### config.mk
export PLATFORM = sky130hd
export DESIGN_NAME = sequence_generator
export DESIGN_NICKNAME = d
export VERILOG_FILES = /design/src/rtl/sequence_generator_pkg.sv /design/src/rtl/seq_gen_shifter.sv /design/src/rtl/sequence_generator.sv
export SDC_FILE = /design/constraint.sdc
export NUM_CORES = 1
export LEC_CHECK = 0
export ABC_CLOCK_PERIOD_IN_PS = 3700
export CORE_MARGIN = 3
export CORE_UTILIZATION = 58
export DETAILED_ROUTE_END_ITERATION = 10
export PLACE_DENSITY = 0.82
export SLEW_MARGIN = 20
export SYNTH_ARGS = -nofsm -noshare
export SYNTH_HDL_FRONTEND = slang
export SYNTH_HIERARCHICAL = 1
export SYNTH_SLANG_ARGS = --single-unit
### constraint.sdc
create_clock -name clk -period 3.7 [get_ports clk]
set_input_delay 1.11 -clock clk [delete_from_list [all_inputs] [get_ports clk]]
set_output_delay 1.11 -clock clk [all_outputs]
set_load 0.02 [all_outputs]
### src/rtl/sequence_generator_pkg.sv
// Shared definitions for the serial sequence generator: FSM encoding and
// default sizing of the pattern, repeat and gap fields.
package sequence_generator_pkg;

    localparam int DEF_MAX_LEN = 16;
    localparam int DEF_REP_W   = 8;
    localparam int DEF_GAP_W   = 4;

    typedef enum logic [1:0] {
        ST_IDLE = 2'b00,
        ST_SEND = 2'b01,
        ST_GAP  = 2'b10
    } state_t;

endpackage

### src/rtl/seq_gen_shifter.sv
// Pattern store, working shift register and per-frame bit counter.
// The bit for each operation is offered combinationally so the top can register it.
module seq_gen_shifter #(
    parameter int MAX_LEN = 16,
    parameter int LEN_W   = $clog2(MAX_LEN + 1)
) (
    input  logic               clk,
    input  logic               reset,
    input  logic               load,
    input  logic               restart,
    input  logic               shift,
    input  logic [MAX_LEN-1:0] pattern,
    input  logic [LEN_W-1:0]   len,
    output logic               first_bit,
    output logic               restart_bit,
    output logic               shift_bit,
    output logic               last
);

    logic [MAX_LEN-1:0] pat_q, pat_d;
    logic [MAX_LEN-1:0] sh_q, sh_d;
    logic [LEN_W-1:0]   len_q, len_d;
    logic [LEN_W-1:0]   cnt_q, cnt_d;
    logic [MAX_LEN-1:0] aligned;

    // Left-align so the first bit to send always sits in the MSB.
    always_comb begin
        aligned = pattern << (LEN_W'(MAX_LEN) - len);
    end

    assign first_bit   = aligned[MAX_LEN-1];
    assign restart_bit = pat_q[MAX_LEN-1];
    assign shift_bit   = sh_q[MAX_LEN-1];
    // cnt counts bits still to send after the one currently on the output.
    assign last        = (cnt_q == '0);

    always_comb begin
        pat_d = pat_q;
        sh_d  = sh_q;
        len_d = len_q;
        cnt_d = cnt_q;
        if (load) begin
            pat_d = aligned;
            len_d = len;
            sh_d  = aligned << 1;
            cnt_d = len - LEN_W'(1);
        end else if (restart) begin
            sh_d  = pat_q << 1;
            cnt_d = len_q - LEN_W'(1);
        end else if (shift) begin
            sh_d  = sh_q << 1;
            cnt_d = cnt_q - LEN_W'(1);
        end
    end

    always_ff @(posedge clk or posedge reset) begin
        if (reset) begin
            pat_q <= '0;
            sh_q  <= '0;
            len_q <= '0;
            cnt_q <= '0;
        end else begin
            pat_q <= pat_d;
            sh_q  <= sh_d;
            len_q <= len_d;
            cnt_q <= cnt_d;
        end
    end

endmodule

### src/rtl/sequence_generator.sv
// Serial pattern generator: sends a latched bit pattern MSB-first for a number
// of frames (0 = forever) with an optional idle gap between frames.
module sequence_generator
    import sequence_generator_pkg::*;
#(
    parameter int MAX_LEN = DEF_MAX_LEN,
    parameter int REP_W   = DEF_REP_W,
    parameter int GAP_W   = DEF_GAP_W,
    localparam int LEN_W  = $clog2(MAX_LEN + 1)
) (
    input  logic               clk,
    input  logic               reset,
    input  logic               start,
    input  logic [MAX_LEN-1:0] pattern,
    input  logic [LEN_W-1:0]   len,
    input  logic [REP_W-1:0]   repeats,
    input  logic [GAP_W-1:0]   gap,
    input  logic               abort,
    output logic               x,
    output logic               x_valid,
    output logic               busy,
    output logic               done
);

    state_t             state_q, state_d;
    logic [REP_W-1:0]   frames_q, frames_d;
    logic               cont_q, cont_d;
    logic [GAP_W-1:0]   gap_len_q, gap_len_d;
    logic [GAP_W-1:0]   gap_cnt_q, gap_cnt_d;
    logic               x_q, x_d;
    logic               x_valid_q, x_valid_d;
    logic               busy_q, busy_d;
    logic               done_q, done_d;

    logic sh_load, sh_restart, sh_shift;
    logic sh_first_bit, sh_restart_bit, sh_shift_bit, sh_last;
    logic len_ok, final_frame;

    seq_gen_shifter #(
        .MAX_LEN (MAX_LEN),
        .LEN_W   (LEN_W)
    ) u_shifter (
        .clk         (clk),
        .reset       (reset),
        .load        (sh_load),
        .restart     (sh_restart),
        .shift       (sh_shift),
        .pattern     (pattern),
        .len         (len),
        .first_bit   (sh_first_bit),
        .restart_bit (sh_restart_bit),
        .shift_bit   (sh_shift_bit),
        .last        (sh_last)
    );

    always_comb begin
        state_d    = state_q;
        frames_d   = frames_q;
        cont_d     = cont_q;
        gap_len_d  = gap_len_q;
        gap_cnt_d  = gap_cnt_q;
        x_d        = 1'b0;
        x_valid_d  = 1'b0;
        busy_d     = 1'b0;
        done_d     = 1'b0;
        sh_load    = 1'b0;
        sh_restart = 1'b0;
        sh_shift   = 1'b0;

        len_ok      = (len != '0) && (len <= LEN_W'(MAX_LEN));
        final_frame = !cont_q && (frames_q == REP_W'(1));

        case (state_q)
            ST_IDLE: begin
                if (start && !abort && len_ok) begin
                    state_d   = ST_SEND;
                    frames_d  = repeats;
                    cont_d    = (repeats == '0);
                    gap_len_d = gap;
                    sh_load   = 1'b1;
                    x_d       = sh_first_bit;
                    x_valid_d = 1'b1;
                    busy_d    = 1'b1;
                end
            end
            ST_SEND: begin
                if (abort) begin
                    state_d = ST_IDLE;
                end else if (!sh_last) begin
                    sh_shift  = 1'b1;
                    x_d       = sh_shift_bit;
                    x_valid_d = 1'b1;
                    busy_d    = 1'b1;
                end else if (final_frame) begin
                    state_d = ST_IDLE;
                    done_d  = 1'b1;
                end else begin
                    if (!cont_q) begin
                        frames_d = frames_q - REP_W'(1);
                    end
                    busy_d = 1'b1;
                    if (gap_len_q == '0) begin
                        sh_restart = 1'b1;
                        x_d        = sh_restart_bit;
                        x_valid_d  = 1'b1;
                    end else begin
                        state_d   = ST_GAP;
                        gap_cnt_d = gap_len_q;
                    end
                end
            end
            ST_GAP: begin
                if (abort) begin
                    state_d = ST_IDLE;
                end else begin
                    busy_d = 1'b1;
                    if (gap_cnt_q == GAP_W'(1)) begin
                        state_d    = ST_SEND;
                        sh_restart = 1'b1;
                        x_d        = sh_restart_bit;
                        x_valid_d  = 1'b1;
                    end else begin
                        gap_cnt_d = gap_cnt_q - GAP_W'(1);
                    end
                end
            end
            default: state_d = ST_IDLE;
        endcase
    end

    always_ff @(posedge clk or posedge reset) begin
        if (reset) begin
            state_q   <= ST_IDLE;
            frames_q  <= '0;
            cont_q    <= 1'b0;
            gap_len_q <= '0;
            gap_cnt_q <= '0;
            x_q       <= 1'b0;
            x_valid_q <= 1'b0;
            busy_q    <= 1'b0;
            done_q    <= 1'b0;
        end else begin
            state_q   <= state_d;
            frames_q  <= frames_d;
            cont_q    <= cont_d;
            gap_len_q <= gap_len_d;
            gap_cnt_q <= gap_cnt_d;
            x_q       <= x_d;
            x_valid_q <= x_valid_d;
            busy_q    <= busy_d;
            done_q    <= done_d;
        end
    end

    assign x       = x_q;
    assign x_valid = x_valid_q;
    assign busy    = busy_q;
    assign done    = done_q;

endmodule

Yosys cells after proc, flatten, opt, wreduce, memory -nomap -nowiden
Cells that the tools add are included.

Bits in registers: 65. Bits of input ports: 37. Output and inout port bits: 4. Logic and storage cells: 113.

Add/subtract/negate cells: 6. Magnitude comparators: 1. Eq/ne operators: 15. Shifts and indexed selects: 1. Mux-type cells: 59. Reductions and logical operators: 18.

Operator list (number): $mux W16 (3); $mux W8 (5); $mux W1 (28); $mux W4 (6); $ne A2 B2 Y1 const B (8); $pmux W8 S2 (1); $shl A16 B5 Y16 (1); $mux W5 (3); $sub A5 B1 Y5 const B (3); $mux W2 (7); $pmux W1 S3 (3); $eq A8 B1 Y1 const B (1); $logic_not A8 Y1 (1); $pmux W4 S2 (1); $sub A8 B1 Y8 const B (1); $reduce_and A7 Y1 (1); $ne A3 B3 Y1 const B (2); $pmux W2 S3 (1); $reduce_and A6 Y1 (1); $le A5 B5 Y1 const B (1); $logic_not A5 Y1 (1); $reduce_bool A5 Y1 (1); $sub A5 B5 Y5 const A (1); $eq A4 B1 Y1 const B (1); 13 further kinds (18).

Depth between registers and ports, before layout
Gate-level depths: netlist of run 1.

Word-level depth: 8. Gate-level depth with buffers: 15. Mapped depth without buffers: 13.

Hierarchy
Netlist of run 1, hierarchy kept.

By module, submodules not included: seq_gen_shifter (times used 1, cells each 283, area an instance 2783.9 µm², seq. area each 1026.0 µm²); sequence_generator (times used 1, cells each 182, area an instance 1579.0 µm², seq. area each 575.6 µm²).

Worst setup path before layout of run 1
Ideal clock, no wire load.

Path kind: input to register. From: input abort. To: register u_shifter.cnt_q[4]. Setup time: 82 ps. Data arrival time: 3181 ps. Required time: 3618 ps. Slack: 437 ps. Cell stages on the path: 13. Path buffers: 2. Cell sequence: buf_4 and2b_2 nand2_1 o31ai_1 and2_1 buf_2 mux2i_1 o21ai_0 inv_1 ha_1 o211ai_1 or3_1 a31oi_1.

Elaborated cells between the ends (all ways): 13. Classes of those cells: 9 x mux; 4 x reduce/logical.

RTL lines: start, declared (line sequence_generator.sv:18) `input logic abort,`; $mux W1 (on tied branches) (line sequence_generator.sv:113, sequence_generator.sv:87); $pmux W1 S2 * (line sequence_generator.sv:73) `case (state_q)`; net sh_restart (line sequence_generator.sv:35) `logic sh_load, sh_restart, sh_shift;`; $mux W5 (line seq_gen_shifter.sv:47) `end else if (restart) begin`; $mux W5 (line seq_gen_shifter.sv:42) `if (load) begin`; end signal, assigned (line seq_gen_shifter.sv:66) `cnt_q <= cnt_d;`; end, declared (line seq_gen_shifter.sv:23) `logic [LEN_W-1:0] cnt_q, cnt_d;`.

The timed path passes the listed nets; every way through them passes the cells marked *. A chain may end at the register's enable or synchronous reset.

Worst setup path in the final report of run 1
From: input len[0]. To: register u_shifter.pat_q[14].

Longest elaborated chain between the ends: 5. Elaborated cells between the ends (all ways): 8. Classes of those cells: 1 x add/sub; 1 x order compare; 1 x shift; 2 x mux; 3 x reduce/logical.

RTL lines: start, declared (line sequence_generator.sv:15) `input logic [LEN_W-1:0] len,`; branches (longest 5 deep; another with $sub A5 B5 Y5); end signal, assigned (line seq_gen_shifter.sv:63) `pat_q <= pat_d;`; end, declared (line seq_gen_shifter.sv:20) `logic [MAX_LEN-1:0] pat_q, pat_d;`.

Several ways; the timed one is not identified.

==> results.cfg, run 1 <==
[outcome]
run_status = completed

[cts]
cts-root-buf = clkbuf_8
path_clk_slew_ns = 0.07
cts_setup_buffers = 0
cts_sinks = 64
cts_htree_levels = 3
cts.repair.resized = 0
holdBufCountCts = 0
clock_path_buffers = 2
clk_latency_ns = 0.35
cts_inserted_buffers = 9
cts_tree = done

[die]
dieArea_um2 = 8600
pin_count = 41
start_util_pct = 61.8
rows = 30
fp.coreArea_um2 = 7060
die_height_um = 92.7
fp.dieW_um = 92.7

[global_routing]
grt_pass1_vias = 3793
grt_max_degree = 42
grt_overflow = 0
gr-usage-all-layers_pct = 26.4
gr-usage-met1_pct = 37.0
grt_pass1_wl_um = 18200
grtUsageMet2_pct = 41.6
grt.busiest_layer = met2
use_met3_pct = 4.87
antenna_found_initial = 0

[worst_hold_path]
hold_path.class = flip-flop to flip-flop

[finish]
area_growth_pct = 19.4
drive_gt1_share_pct = 17.3
final_common_cell = dfrtp_1
layout_common_cells = dfrtp_1, inv_1, nor2_1, clkdlybuf4s50_1, nand2_1
nets = 569
antennaDiodeCount = 0

[critical_path]
crit_type = input pin to flip-flop
crit_required_ns = 3.91
path_delay_family = multiplexers
cpPeakStageDelay_ns = 0.58
path_max_fanout = 9
worstSetupEndpointType = flip-flop
critPathBufInv = 3
start_kind = input pin
crit_chain = clkdlybuf4s50_1 > inv_1 > ha_1 > buf_4 > mux2_2 > mux4_1 > nand3_1 > o211ai_1
slowest_stage = clkdlybuf4s50_1
worstPathArrival_ns = 3.61

[synthesis]
ys_warn_count = 6
synthCells = 465
syn-cell-area_um2 = 4360
synth_seq_cells = 64
synthFlopType = dfrtp_1
synth-edff-count = 0
ys_seq_area_share_pct = 36.7
synth_area_per_cell_um2 = 9.38
syn-num-nets = 512
synthArstFlopShare_pct = 100
ys_types = 69

[run]
cap_viol_max_count = 0

[sta]
max_freq_mhz = 294
skew_ns = 0.0108
finalHoldViolations = 0
tightest_slew_ns = 0.918
rsz0062_at_grt = no
fin_setup_tns_ns = 0
fin_crit_sh_pct = 91.9
hold_slack_ns = 0.489
max_slew_margin_pct = 38.7
slew_violations = 0
setup_viol = 0
fin_ws_ns = 0.300
period_minus_slack_ns = 3.40

[drt]
wl_per_cell_um = 17.0
drc = 0
drt-pass1-iter-count = 5
via_count = 3896
via_per_inst = 6.25
routed_wl_um = 10600
detail-route-antenna-nets = 0
first_iter_violations = 341

[place]
io_buffers = 40
post-dp-hpwl_um = 7870
place_congestion = 0.891
preCtsSetupSlack_ns = -0.0374

[power]
p_leak_nw = 2.19
power.density_nw_per_um2 = 629
irDropWorstVdd_uv = 459
## cells in the mapped netlist, types with 3 or more instances
library cell / instances / area share [%]
a21oi_1: 24 / 2.8
a221o_1: 5 / 1.1
a221oi_1: 6 / 1.2
a31oi_1: 8 / 1.1
buf_2: 15 / 1.7
buf_4: 4 / 0.69
buf_6: 3 / 0.77
clkbuf_1: 6 / 0.52
dfrtp_1: 64 / 37
ha_1: 10 / 2.9
inv_1: 41 / 3.5
mux2_1: 3 / 0.77
mux2_2: 10 / 2.6
mux2i_1: 17 / 3.9
mux4_1: 3 / 1.8
mux4_2: 11 / 5.7
nand2_1: 36 / 3.1
nand2b_1: 6 / 0.86
nand3_1: 16 / 1.8
nand4_1: 8 / 1.1
nor2_1: 41 / 3.5
nor2b_1: 4 / 0.57
nor3_1: 6 / 0.69
nor3b_1: 3 / 0.52
nor4_1: 8 / 1.1
o211ai_1: 5 / 0.86
o211ai_2: 3 / 0.86
o21a_1: 4 / 0.69
o21ai_0: 23 / 2.6
o21ai_1: 8 / 0.92
o22ai_1: 5 / 0.72
o31ai_1: 8 / 1.4
or4_1: 3 / 0.52
## per-layer routing
metal	share of wire, %	routed length (um)	up-vias
met1	45	4720	1901
li1	-	-	1823
met3	6.4	682	21
met5	0	0	-
met4	1.7	180	0
met2	47	5010	151
## worst reg2reg max path, stage by stage, from the launching register on
cell	delay [ns]
dfrtp_1	0.40
or4_1	0.52
nor2_1	0.24
nand2_1	0.12
o31ai_1	0.29
and2_1	0.30
mux2i_1	0.10
o21ai_0	0.28
inv_1	0.09
ha_1	0.21
o211ai_1	0.10
buf_4	0.15
o21ai_0	0.08
a31oi_1	0.17
## power by group
part / switching, mW / internal, mW / total [mW]
registers: 0.221 / 1.02 / 1.24
logic: 0.777 / 0.657 / 1.43
clock network: 0.291 / 0.312 / 0.603
## metrics by stage
step           utilization (%)  area [um^2]  std cells  power, mW
2_1_floorplan                -         4360        465       2.26
4_1_cts                   73.8         5210        623       3.27
3_5_place_dp              71.1         5010        607       2.67
6_report                  73.8         5210        623       3.28
3_3_place_gp              71.1         5010        607       2.59
5_1_grt                   73.8         5210        623       3.54
## worst paths after layout
kind / startpoint / endpoint / slack [ns] / cells after the start
min in group asynchronous: reset / u_shifter/cnt_q[2] / 1.25 / 3
min reg2reg: gap_cnt_q[1] / gap_cnt_q[1] / 0.49 / 2
min: gap_cnt_q[1] / gap_cnt_q[1] / 0.49 / 2
max reg2reg: u_shifter/cnt_q[2] / u_shifter/cnt_q[4] / 0.58 / 13
max in group asynchronous: reset / state_q[0] / 1.82 / 2
max: len[0] / u_shifter/pat_q[14] / 0.30 / 8
## flip-flops by register name, indices dropped and copies added, names as in the netlist
register,count
u_shifter/pat_q,16
x,1
gap_len_q,4
cont_q,1
busy,1
frames_q,8
state_q,2
done,1
u_shifter/cnt_q,5
x_valid,1
u_shifter/sh_q,15
gap_cnt_q,4
u_shifter/len_q,5
## area by class of cell
class	instances	area, um^2
multi-input combinational	329	2420
fill	516	1850
timing repair buffer	77	716
clock buffer	9	124
inverter	41	154
sequential	64	1600
tap	96	120
clock inverter	7	71.3
## kinds of logic (layout without fill, tap and decap cells)
| family | Yosys count | in the layout | synth area share [%] |
|---|---|---|---|
| and+or+nand+nor | 151 | 151 | 18.1 |
| AOI/OAI and AO/OA | 119 | 119 | 18.6 |
| buffers and inverters | 72 | 134 | 7.74 |
| DFF | 64 | 64 | 36.7 |
| muxes | 46 | 46 | 15.4 |
| adders and majority gates | 10 | 10 | 2.87 |
| xor gates and xnor gates | 3 | 3 | 0.602 |
(Power assumes the default switching activity.)
==> run 2, diff against run 1 <==
--- a/config.mk
+++ b/config.mk
@@ -10,6 +10,8 @@
 export CORE_UTILIZATION = 58
 export DETAILED_ROUTE_END_ITERATION = 10
 export PLACE_DENSITY = 0.82
+export SETUP_SLACK_MARGIN = 0.4
+export SKIP_LAST_GASP = 1
 export SLEW_MARGIN = 20
 export SYNTH_ARGS = -nofsm -noshare
 export SYNTH_HDL_FRONTEND = slang
==> run 2 against run 1 <==
Setup slack improved by 0.14 ns. Clock power barely moved. Clock-buffer cell count did not move. Utilization rose by 1.0 points. Largest cell class unchanged.
==> results.cfg, run 2 (synthesized netlist as in run 1, its figures left out) <==
[global_routing]
grt_pass1_vias = 3793
grt_overflow = 0
grt_pass1_wl_um = 18200
gr-usage-all-layers_pct = 26.4
antenna_found_initial = 0
grt_max_degree = 42

[power]
p_seq_share_pct = 37.6
p_int_mw = 2.00
power.density_nw_per_um2 = 625
swShare_pct = 39.4
pwr-share-clk_pct = 18.2
p_leak_nw = 2.23
switchingPower_mw = 1.30
irDropWorstVdd_uv = 457
p_comb_share_pct = 44.2

[die]
rows = 30
fp.dieW_um = 92.7
die_height_um = 92.7
dieArea_um2 = 8600
fp.coreArea_um2 = 7060
pin_count = 41
start_util_pct = 61.8

[drt]
via_count = 3896
detail-route-antenna-nets = 0
first_iter_violations = 407
routed_wl_um = 10700
via_per_inst = 6.24
drt-pass1-iter-count = 5
wl_per_cell_um = 17.2
drc = 0

[run]
cap_viol_max_count = 0

[cts]
cts_inserted_buffers = 9
cts_sinks = 64
clk_latency_ns = 0.35
clock_path_buffers = 2
path_clk_slew_ns = 0.08
cts-root-buf = clkbuf_8
cts_tree = done
cts_htree_levels = 3

[worst_hold_path]
hold_depth = 2
hold_path.class = flip-flop to flip-flop

[critical_path]
worstPathArrival_ns = 3.49
critPathBufInv = 3
start_kind = input pin
r2r_slack_ns = 0.76
worst-path-stages = 10
path_delay_family = buffers and inverters
reg2regPathDepth = 12
path_max_fanout = 20
crit_chain = clkdlybuf4s50_1 > inv_1 > ha_4 > xor2_1 > buf_12 > mux2_2 > mux2i_1 > nor2b_1 > a222oi_1 > nor2_1
slowest_stage = clkdlybuf4s50_1
crit_required_ns = 3.93
worstSetupEndpointType = flip-flop
cpPeakStageDelay_ns = 0.54
crit_type = input pin to flip-flop

[sta]
period_minus_slack_ns = 3.26
tightest_slew_ns = 0.907
setup_viol = 0
slew_violations = 0
rsz0062_at_grt = yes
max_freq_mhz = 307
finalHoldViolations = 0
skew_ns = 0.0107
fin_crit_sh_pct = 88.1
max_slew_margin_pct = 39.5

[finish]
drive_gt1_share_pct = 19.1
final_util_pct = 74.9
final_common_cell = dfrtp_1
layout_common_cells = dfrtp_1, nor2_1, inv_1, clkdlybuf4s50_1, nand2_1
largest_reg_flops = 16
top_register = u_shifter/pat_q
area_growth_pct = 21.1
final_cells = 624
antennaDiodeCount = 0
reg_top3 = u_shifter/pat_q x16, u_shifter/sh_q x15, frames_q x8
nets = 570

[place]
place_congestion = 0.891
dp_cells = 607
io_buffers = 40
post-dp-hpwl_um = 7870

[outcome]
run_status = completed
run 2: worst paths after layout:
kind,startpoint,to
worst min register to register,gap_cnt_q[1],gap_cnt_q[1]
worst max-delay path,len[1],x
worst min-delay path,gap_cnt_q[1],gap_cnt_q[1]
max in group asynchronous,reset,state_q[0]
min in group asynchronous,reset,u_shifter/cnt_q[2]
worst max register to register,u_shifter/cnt_q[2],u_shifter/cnt_q[4]
run 2: what timing repair did:
action	CTS	global route
hold buffers	0	0
gates resized for setup	3	13
pin swaps	0	3
buffers inserted	0	1
setup endpoints to repair	6	26
run 2: metal layers:
metal	wire length (um)	track usage, %	vias to the layer above
li1	-	-	1821
met1	4730	37.0	1882
met2	5060	41.6	167
met3	713	4.87	26
met4	218	8.91	0
met5	0	0	-
run 2: power groups by stage:
stage / registers [mW] / logic (mW) / clock network (mW)
6_report: 1.24 / 1.46 / 0.601
5_1_grt: 1.28 / 1.64 / 0.643
4_1_cts: 1.24 / 1.43 / 0.607
3_5_place_dp: 1.25 / 1.42 / 0
3_3_place_gp: 1.23 / 1.36 / 0
2_1_floorplan: 1.20 / 1.07 / 0
run 2: final cells by class:
class | count | area, um^2
Clock inverter | 7 | 71.3
Inverter | 41 | 154
Timing Repair Buffer | 78 | 728
Tap cell | 96 | 120
Clock buffer | 9 | 124
Sequential cell | 64 | 1600
Multi-Input combinational cell | 329 | 2480
Fill cell | 501 | 1770
run 2: through the flow:
step / hold WS [ns] / TNS, ns / cell area (um^2) / power (mW) / worst slack (ns)
floorplan: 0.450 / 0 / 4360 / 2.26 / 0.437
detailed placement: 0.472 / -0.0626 / 5010 / 2.67 / -0.0374
CTS: 0.488 / 0 / 5210 / 3.27 / 0.400
global route: 0.517 / 0 / 5280 / 3.56 / 0.354
finish: 0.487 / 0 / 5280 / 3.30 / 0.440
global placement: 0.473 / 0 / 5010 / 2.59 / 0.0561
run 2: worst min-delay path: stages, from the launching register on:
cell and delay, ns:
dfrtp_1 0.34, nand2_1 0.04, o21ai_0 0.06
==> run 3, diff against run 2 <==
--- a/config.mk
+++ b/config.mk
@@ -7,9 +7,10 @@
 export LEC_CHECK = 0
 export ABC_CLOCK_PERIOD_IN_PS = 3700
 export CORE_MARGIN = 3
-export CORE_UTILIZATION = 58
+export CORE_UTILIZATION = 60
+export CTS_BUF_LIST = sky130_fd_sc_hd__clkbuf_2 sky130_fd_sc_hd__clkbuf_4 sky130_fd_sc_hd__clkbuf_8
 export DETAILED_ROUTE_END_ITERATION = 10
-export PLACE_DENSITY = 0.82
+export PLACE_DENSITY = 0.84
 export SETUP_SLACK_MARGIN = 0.4
 export SKIP_LAST_GASP = 1
 export SLEW_MARGIN = 20
==> run 3 against run 2 <==
Worst hold slack improved by 0.031 ns. Critical path type unchanged. Die area fell by 3.1%. Register-to-register slack worse by 0.14 ns. Clock power grew 7.5%. Final area increased by 2.4%. Via count rose by 1.4%. Clock skew down 0.00085 ns. Routed wire length rose by 9.5%. Setup slack worse by 0.057 ns. Global-route usage is essentially flat.
==> results.cfg, run 3 (synthesized netlist as in run 1, its figures left out) <==
[sta]
hold_slack_ns = 0.518
max_freq_mhz = 302
skew_ns = 0.00988
period_minus_slack_ns = 3.32
fin_crit_sh_pct = 89.6
max_slew_margin_pct = 39.7
fin_ws_ns = 0.384
tightest_slew_ns = 0.904
fin_setup_tns_ns = 0
slew_violations = 0
finalHoldViolations = 0
rsz0062_at_grt = yes
setup_viol = 0

[finish]
multiInputGateArea_um2 = 2560
fillers = 445
drive_gt1_share_pct = 21.7
layout_common_cells = dfrtp_1, nor2_1, inv_1, clkdlybuf4s50_1, buf_4
reg_top3 = u_shifter/pat_q x16, u_shifter/sh_q x15, frames_q x8
top_register = u_shifter/pat_q
nets = 573
final_common_cell = dfrtp_1
antennaDiodeCount = 0
largest_reg_flops = 16
final_area_um2 = 5410
area_growth_pct = 24.0
seq_area_um2 = 1600

[drt]
via_count = 3950
via_per_inst = 6.30
detail-route-antenna-nets = 0
wl_met3_um = 568
dr_wl_met2_um = 6030
routed_wl_um = 11700
wl_met1_um = 4810
drc = 0
first_iter_violations = 265
highest_layer = met4
wl_per_cell_um = 18.7
drt-pass1-iter-count = 7

[cts]
cts_sinks = 64
clk_latency_ns = 0.34
cts-root-buf = clkbuf_8
cts_htree_levels = 3
cts_inserted_buffers = 9
holdBufCountCts = 0
clock_path_buffers = 2
cts_tree = done
path_clk_slew_ns = 0.07

[critical_path]
r2r_start = u_shifter/cnt_q[2]
crit_required_ns = 3.92
startpoint = len[0]
path_max_fanout = 7
worstPathArrival_ns = 3.53
crit_type = input pin to flip-flop
start_kind = input pin
r2r_slack_ns = 0.62
worstSetupEndpointType = flip-flop

[worst_hold_path]
hold_path.class = flip-flop to flip-flop
min_from = gap_cnt_q[1]

[global_routing]
grt_pass1_wl_um = 17900
antenna_found_initial = 0
grt_pass1_vias = 3775
grt_max_degree = 42
grt_overflow = 0
gr-usage-all-layers_pct = 26.4

[place]
post-dp-hpwl_um = 7670
place_congestion = 0.949
io_buffers = 40
placed_cell_area_um2 = 4980
preCtsSetupSlack_ns = -0.0503

[power]
power.density_nw_per_um2 = 638
p_leak_nw = 2.26
irDropWorstVdd_uv = 430

[run]
cap_viol_max_count = 0

[die]
die_height_um = 91.3
dieArea_um2 = 8330
start_util_pct = 63.2
fp.coreArea_um2 = 6910
rows = 30
pin_count = 41
fp.dieW_um = 91.3

[outcome]
run_status = completed
-- run 3: metrics by stage --
stage,std cells,total power [mW],util (%)
floorplan,465,2.26,-
global placement,606,2.58,72.1
detailed placement,606,2.67,72.1
CTS,622,3.34,75.6
global route,627,3.69,78.3
finish,627,3.45,78.3
-- run 3: area by class of cell --
| type | count | share of cell area, % |
|---|---|---|
| Multi-Input combinational cell | 329 | 47.3 |
| Inverter | 41 | 2.85 |
| Tap cell | 96 | 2.22 |
| Clock inverter | 4 | 0.948 |
| Clock buffer | 12 | 3.05 |
| Sequential cell | 64 | 29.6 |
| Timing Repair Buffer | 81 | 14.0 |
-- run 3: worst paths after layout --
check,to,cells past startpoint
max in group asynchronous,frames_q[5],2
worst max-delay path,x,10
worst min-delay path,gap_cnt_q[1],2
worst max register to register,u_shifter/cnt_q[3],11
worst min register to register,gap_cnt_q[1],2
min in group asynchronous,u_shifter/len_q[0],3
-- run 3: repair_timing --
item | CTS | global route
cloned | 0 | 0
setup buffers | 0 | 5
pin swaps | 0 | 5
setup endpoints to repair | 5 | 24
resized for setup | 7 | 33
-- run 3: layer usage --
layer / GRT usage, % / vias to the layer above
li1: - / 1827
met1: 33.4 / 1939
met2: 45.2 / 149
met3: 4.14 / 35
met4: 10.9 / 0
met5: 0 / -
-- run 3: worst max-delay path, cell delays in order --
cell and delay [ns]:
clkdlybuf4s50_1 0.50, buf_6 0.16, inv_1 0.08, ha_4 0.31, mux4_2 0.34, mux2_4 0.30, mux2i_4 0.17, nor2b_1 0.06
a222oi_1 0.38, nor2_1 0.12
-- run 3: where the power goes --
group / switching (mW) / leakage [nW] / internal (mW) / total, mW
Combinational: 0.852 / 1.38 / 0.700 / 1.55
Clock: 0.280 / 0.109 / 0.366 / 0.646
Sequential: 0.233 / 0.771 / 1.02 / 1.25
Total: 1.36 / 2.26 / 2.08 / 3.45
